==> config.mk <==
export PLATFORM = sky130hd
export DESIGN_NAME = blink_controller
export DESIGN_NICKNAME = d
export VERILOG_FILES = /design/src/rtl/blink_pkg.sv /design/src/rtl/blink_counter.sv /design/src/rtl/blink_controller.sv
export SDC_FILE = /design/constraint.sdc
export NUM_CORES = 1
export LEC_CHECK = 0
export BUFFER_PORTS_ARGS = -buffer_cell sky130_fd_sc_hd__buf_4
export CORE_UTILIZATION = 40
export CTS_CLUSTER_SIZE = 25
export DETAILED_ROUTE_END_ITERATION = 8
export PLACE_DENSITY_LB_ADDON = 0.3
export SLEW_MARGIN = 20
export SYNTH_ARGS = -nofsm -noshare
export SYNTH_HDL_FRONTEND = slang
export SYNTH_SLANG_ARGS = --single-unit
==> constraint.sdc <==
create_clock -name clk -period 1.9 [get_ports clk]
set_input_delay 0.19 -clock clk [delete_from_list [all_inputs] [get_ports clk]]
set_output_delay 0.19 -clock clk [all_outputs]
set_load 0.01 [all_outputs]
==> src/rtl/blink_pkg.sv <==
// Shared encodings for the blink controller slice.
// Mode, config-FSM state and tick-bit constants.
package blink_pkg;

    localparam logic [1:0] MODE_OFF    = 2'd0;
    localparam logic [1:0] MODE_STEADY = 2'd1;
    localparam logic [1:0] MODE_BLINK  = 2'd2;
    localparam logic [1:0] MODE_CHASE  = 2'd3;

    localparam logic [1:0] ST_IDLE  = 2'd0;
    localparam logic [1:0] ST_LATCH = 2'd1;
    localparam logic [1:0] ST_SYNC  = 2'd2;

    localparam int TICK_BIT = 9;

    function automatic logic mode_gate(
        input logic [1:0] mode,
        input logic       hit
    );
        logic g;
        case (mode)
            MODE_OFF:    g = 1'b0;
            MODE_STEADY: g = 1'b1;
            MODE_BLINK:  g = 1'b1;
            MODE_CHASE:  g = hit;
            default:     g = 1'b0;
        endcase
        return g;
    endfunction

endpackage

==> src/rtl/blink_counter.sv <==
// Shared free-running blink counter, tick strobe
// and chase pointer for the blink controller.
module blink_counter
    import blink_pkg::*;
#(
    parameter int NUM_CH = 4,
    parameter int CNT_W  = 16
) (
    input  logic                      clk,
    input  logic                      rst_n,
    input  logic                      i_ena,
    input  logic                      i_run,
    output logic [CNT_W-1:0]          o_count,
    output logic                      o_tick,
    output logic [$clog2(NUM_CH)-1:0] o_ptr
);

    localparam int PTR_W = $clog2(NUM_CH);

    logic [CNT_W-1:0] r_count;
    logic [PTR_W-1:0] r_ptr;
    logic             w_adv;

    assign w_adv   = i_run & i_ena;
    assign o_tick  = w_adv & (&r_count[TICK_BIT:0]);
    assign o_count = r_count;
    assign o_ptr   = r_ptr;

    // Count up while enabled; wraps naturally at full scale.
    always_ff @(posedge clk or negedge rst_n) begin
        if (!rst_n) begin
            r_count <= '0;
        end else if (w_adv) begin
            r_count <= r_count + CNT_W'(1);
        end
    end

    // Step the chase pointer once per tick, wrapping at the last channel.
    always_ff @(posedge clk or negedge rst_n) begin
        if (!rst_n) begin
            r_ptr <= '0;
        end else if (o_tick) begin
            if (r_ptr == PTR_W'(NUM_CH - 1)) begin
                r_ptr <= '0;
            end else begin
                r_ptr <= r_ptr + PTR_W'(1);
            end
        end
    end

endmodule

==> src/rtl/blink_controller.sv <==
// Blink controller top: config handshake FSM, per-channel
// mode/offset registers and registered output gates.
module blink_controller
    import blink_pkg::*;
#(
    parameter int NUM_CH = 4,
    parameter int CNT_W  = 16
) (
    input  logic                      clk,
    input  logic                      rst_n,
    input  logic                      ena,
    input  logic                      run,
    input  logic                      cfg_valid,
    output logic                      cfg_ready,
    input  logic [$clog2(NUM_CH)-1:0] cfg_ch,
    input  logic [1:0]                cfg_mode,
    input  logic [CNT_W-1:0]          cfg_offset,
    output logic [CNT_W-1:0]          current_count,
    output logic [NUM_CH*CNT_W-1:0]   ch_offset,
    output logic [NUM_CH-1:0]         ch_enable,
    output logic                      busy
);

    localparam int PTR_W = $clog2(NUM_CH);

    logic             w_tick;
    logic [PTR_W-1:0] w_ptr;
    logic             w_accept;
    logic             w_commit;
    logic             w_live;

    logic [1:0]       r_state;
    logic             r_first;
    logic             r_rdy;
    logic [PTR_W-1:0] r_sh_ch;
    logic [1:0]       r_sh_mode;
    logic [CNT_W-1:0] r_sh_off;
    logic [1:0]       r_mode [NUM_CH];
    logic [CNT_W-1:0] r_off  [NUM_CH];
    logic [NUM_CH-1:0] r_en;

    blink_counter #(
        .NUM_CH (NUM_CH),
        .CNT_W  (CNT_W)
    ) u_counter (
        .clk     (clk),
        .rst_n   (rst_n),
        .i_ena   (ena),
        .i_run   (run),
        .o_count (current_count),
        .o_tick  (w_tick),
        .o_ptr   (w_ptr)
    );

    assign w_live    = run & ena;
    assign cfg_ready = r_rdy & (r_state == ST_IDLE);
    assign busy      = (r_state != ST_IDLE);
    assign w_accept  = cfg_valid & cfg_ready;
    // A stopped counter never ticks, so commit at once on SYNC entry.
    assign w_commit  = (r_state == ST_SYNC) &
                       (w_tick | (r_first & ~w_live));
    assign ch_enable = r_en;

    // Hold cfg_ready low through reset and for the release cycle.
    always_ff @(posedge clk or negedge rst_n) begin
        if (!rst_n) begin
            r_rdy <= 1'b0;
        end else begin
            r_rdy <= 1'b1;
        end
    end

    // Config FSM: IDLE accepts, LATCH settles, SYNC waits for commit.
    always_ff @(posedge clk or negedge rst_n) begin
        if (!rst_n) begin
            r_state <= ST_IDLE;
            r_first <= 1'b0;
        end else begin
            unique case (1'b1)
                (r_state == ST_IDLE): begin
                    r_first <= 1'b0;
                    if (w_accept) begin
                        r_state <= ST_LATCH;
                    end
                end
                (r_state == ST_LATCH): begin
                    r_state <= ST_SYNC;
                    r_first <= 1'b1;
                end
                (r_state == ST_SYNC): begin
                    r_first <= 1'b0;
                    if (w_commit) begin
                        r_state <= ST_IDLE;
                    end
                end
                default: begin
                    r_state <= ST_IDLE;
                    r_first <= 1'b0;
                end
            endcase
        end
    end

    // Capture the accepted request into the shadow register.
    always_ff @(posedge clk or negedge rst_n) begin
        if (!rst_n) begin
            r_sh_ch   <= '0;
            r_sh_mode <= MODE_OFF;
            r_sh_off  <= '0;
        end else if (w_accept) begin
            r_sh_ch   <= cfg_ch;
            r_sh_mode <= cfg_mode;
            r_sh_off  <= cfg_offset;
        end
    end

    // Commit the shadow into the addressed channel only.
    always_ff @(posedge clk or negedge rst_n) begin
        if (!rst_n) begin
            for (int i = 0; i < NUM_CH; i++) begin
                r_mode[i] <= MODE_OFF;
                r_off[i]  <= '0;
            end
        end else if (w_commit) begin
            for (int i = 0; i < NUM_CH; i++) begin
                if (r_sh_ch == PTR_W'(i)) begin
                    r_mode[i] <= r_sh_mode;
                    r_off[i]  <= r_sh_off;
                end
            end
        end
    end

    // Register each output gate from its mode and the chase pointer.
    always_ff @(posedge clk or negedge rst_n) begin
        if (!rst_n) begin
            r_en <= '0;
        end else begin
            for (int i = 0; i < NUM_CH; i++) begin
                r_en[i] <= mode_gate(r_mode[i], w_ptr == PTR_W'(i));
            end
        end
    end

    for (genvar g = 0; g < NUM_CH; g++) begin : g_off
        assign ch_offset[g*CNT_W +: CNT_W] = r_off[g];
    end

endmodule

==> summary.txt <==
Die Wd - 112 um
initial DRC count - 104
IO Pins - 111
antenna viol nets, final - 0
Synth Register Bits - 118
largest cells by area after synthesis - dfrtp_1, mux2_2, mux2_4
Final Hold Viols - 0
hold crit path type - in2reg
crit-path cells - nand4_4 -> nor4_4 -> buf_12 -> o2111ai_4 -> buf_12 -> mux2_4
f_max - 548 MHz
die area - 0.0125 mm2
synth warn - 0
starting density of the core - 0.416
CP dominant cell by count - buf_12
clock slew at reported path FFs - 0.05 ns
DR pass1 iterations - 6
status - complete, but fails checks
RSZ-0062 raised after global routing - no
Vert. Die Dim - 112 um
DR DRC count - 2
Mapped Nets - 351
Cell Area, Synth - 0.00481 mm2
vias after detailed routing - 3,009
CTS tree - built
Final min period - 1.83 ns
Setup crit end kind - register
Worst Skew - 0.00608 ns
top cell type's share of synthesized area - 0.613
power density over the cells - 1390 mW/mm2
Final #Nets - 510
drt wl/cell - 16.0 um
critical path peak fanout - 18
routed wl met3 - 708 um
fin crit share - 0.961
core area - 0.0116 mm2
post-synthesis cell type count - 30
EDFF count, synth - 0
post-synthesis sequential area ratio - 0.613
startpoint types - register
routed vias/inst - 4.81
Top Layer Used - met4
Arrival @ worst endpoint - 2.11 ns
multi-input logic area - 0.00177 mm2
most frequent cell after synthesis - dfrtp_1
row cnt - 39
largest net degree at the start of global routing - 67
filler instances - 940
Core Util, Final - 0.582
area leader, netlist - dfrtp_1
global-route wire length before repair - 16.3 mm
port bufs - 110
top post-synthesis cells by count - dfrtp_1, mux2_2, mux2_4, ha_1, inv_1
Met1 Wirelength - 4.32 mm
async set-reset flop share out of synthesis - 1.00
CTS Buf Count - 17
Fin Setup TNS - 0 ns
vias in the first global route - 3,112
Peak supply drop - 678 uV
fin. max-slew vios - 0
routed wire length - 10.0 mm
violated checks - design-rule violations
Layout area overhead - 39.8%
Power, Total - 9.35 mW
layout cells sized above 1 - 0.551
final setup violation count - 0
Root Driver - clkbuf_16
clock latency on the worst-skew pair - 0.41 ns
Syn Area/Cell - 15.4 um2
grt total ovfl - 0
Crit-path slowest cell - dfrtp_2
DP HPWL - 6.69 mm
Tot GR Track Use - 0.174
n_diodes - 0
Leak - 3.49 nW
required time of the critical path - 2.19 ns
Max Buffers Root-to-Sink - 2
delay of the slowest cell on the worst path - 0.41 ns
initial antenna violation count - 0
crit path kind - reg2reg
Max-Cap Viols - 0
Post-Syn Instances - 313
met2 wire length - 4.86 mm
Register Area - 0.00296 mm2
H-tree lvl count - 4
GP Congestion - 0.713
ys flop type - dfrtp_1
Num Clock Sinks - 118
## cells by family after synthesis
family,Yosys count,share of synthesized area
AOI/OAI and AO/OA,13,0.0270
xor gates and xnor gates,15,0.0273
adders and majority gates,13,0.0338
buffers and inverters,23,0.0237
DFF,118,0.613
muxes,91,0.228
other,1,0.000779
and+or+nand+nor,39,0.0455
## critical path, delay by kind of cell (launching register included)
family / cells / cell delay (ns)
flip-flops: 1 / 0.41
buffers and inverters: 2 / 0.39
AO/OA/AOI/OAI: 1 / 0.12
AND/OR/NAND/NOR: 2 / 0.47
multiplexers: 1 / 0.30
## stage by stage
| stage | worst slack [ns] | std cells | hold slack (ns) | cell area, um2 |
|---|---|---|---|---|
| global route | 0.0118 | 626 | 0.00000605 | 6730 |
| finish | 0.0743 | 626 | 0.0201 | 6730 |
| detailed placement | 0.0160 | 574 | 0.213 | 5970 |
| floorplan | -0.0152 | 313 | -0.106 | 4820 |
| CTS | -0.000108 | 613 | 0.000935 | 6590 |
| global placement | 0.0704 | 574 | 0.211 | 5970 |
## layout make-up
cell class,instances,area share
multi-input combinational,172,0.262
sequential,118,0.440
clock inverter,4,0.00298
tap,143,0.0266
timing repair buffer,150,0.185
clock buffer,26,0.0757
inverter,13,0.00725
## flip-flops by register name, indices dropped and copies added (netlist names)
signal / count
r_rdy: 1
ch_offset: 64
r_sh_mode: 2
u_counter.o_ptr: 2
r_sh_off: 16
r_first: 1
r_sh_ch: 2
r_state: 2
r_mode: 8
u_counter.o_count: 16
ch_enable: 4
## per-layer routing
| metal | global-route usage | vias to the layer above |
|---|---|---|
| met5 | 0 | - |
| li1 | - | 1402 |
| met4 | 0.0703 | 0 |
| met3 | 0.0822 | 15 |
| met2 | 0.268 | 78 |
| met1 | 0.210 | 1514 |
## final timing paths
kind | depth (start not counted) | to | startpoint | slack (ns)
max | 6 | ch_offset[55] | u_counter.o_count[4] | 0.07
min | 2 | r_sh_off[2] | cfg_offset[2] | 0.02
max reg2reg | 6 | ch_offset[55] | u_counter.o_count[4] | 0.07
min reg2reg | 1 | u_counter.o_count[15] | u_counter.o_count[15] | 0.47
max in group asynchronous | 3 | r_sh_off[9] | rst_n | 1.26
min in group asynchronous | 3 | u_counter.o_count[2] | rst_n | 0.32
## where the power goes
group / switching, mW / internal (mW)
Combinational: 1.01 / 1.53
Clock: 1.03 / 1.81
Sequential: 0.651 / 3.32
Total: 2.69 / 6.66
## timing repair
item	4_1_cts	5_1_grt
hold buffers	9	5
hold endpoints to repair	126	5
resized for setup	0	5
buffers inserted	0	8
endpoints found under the setup margin	1	66
## placed cells by master (no fill, tap or decap), drive strengths merged, types with 4 or more instances in the layout
| master | count |
|---|---|
| a21oi | 4 |
| buf | 136 |
| clkbuf | 26 |
| clkinv | 4 |
| dfrtp | 118 |
| dlygate4sd3 | 14 |
| ha | 13 |
| inv | 13 |
| mux2 | 91 |
| nand2 | 8 |
| nand3 | 8 |
| nor2 | 10 |
| o2111ai | 4 |
| o21ai | 4 |
| xnor2 | 7 |
| xor2 | 8 |
No activity file was read; power rests on OpenSTA's default activity.
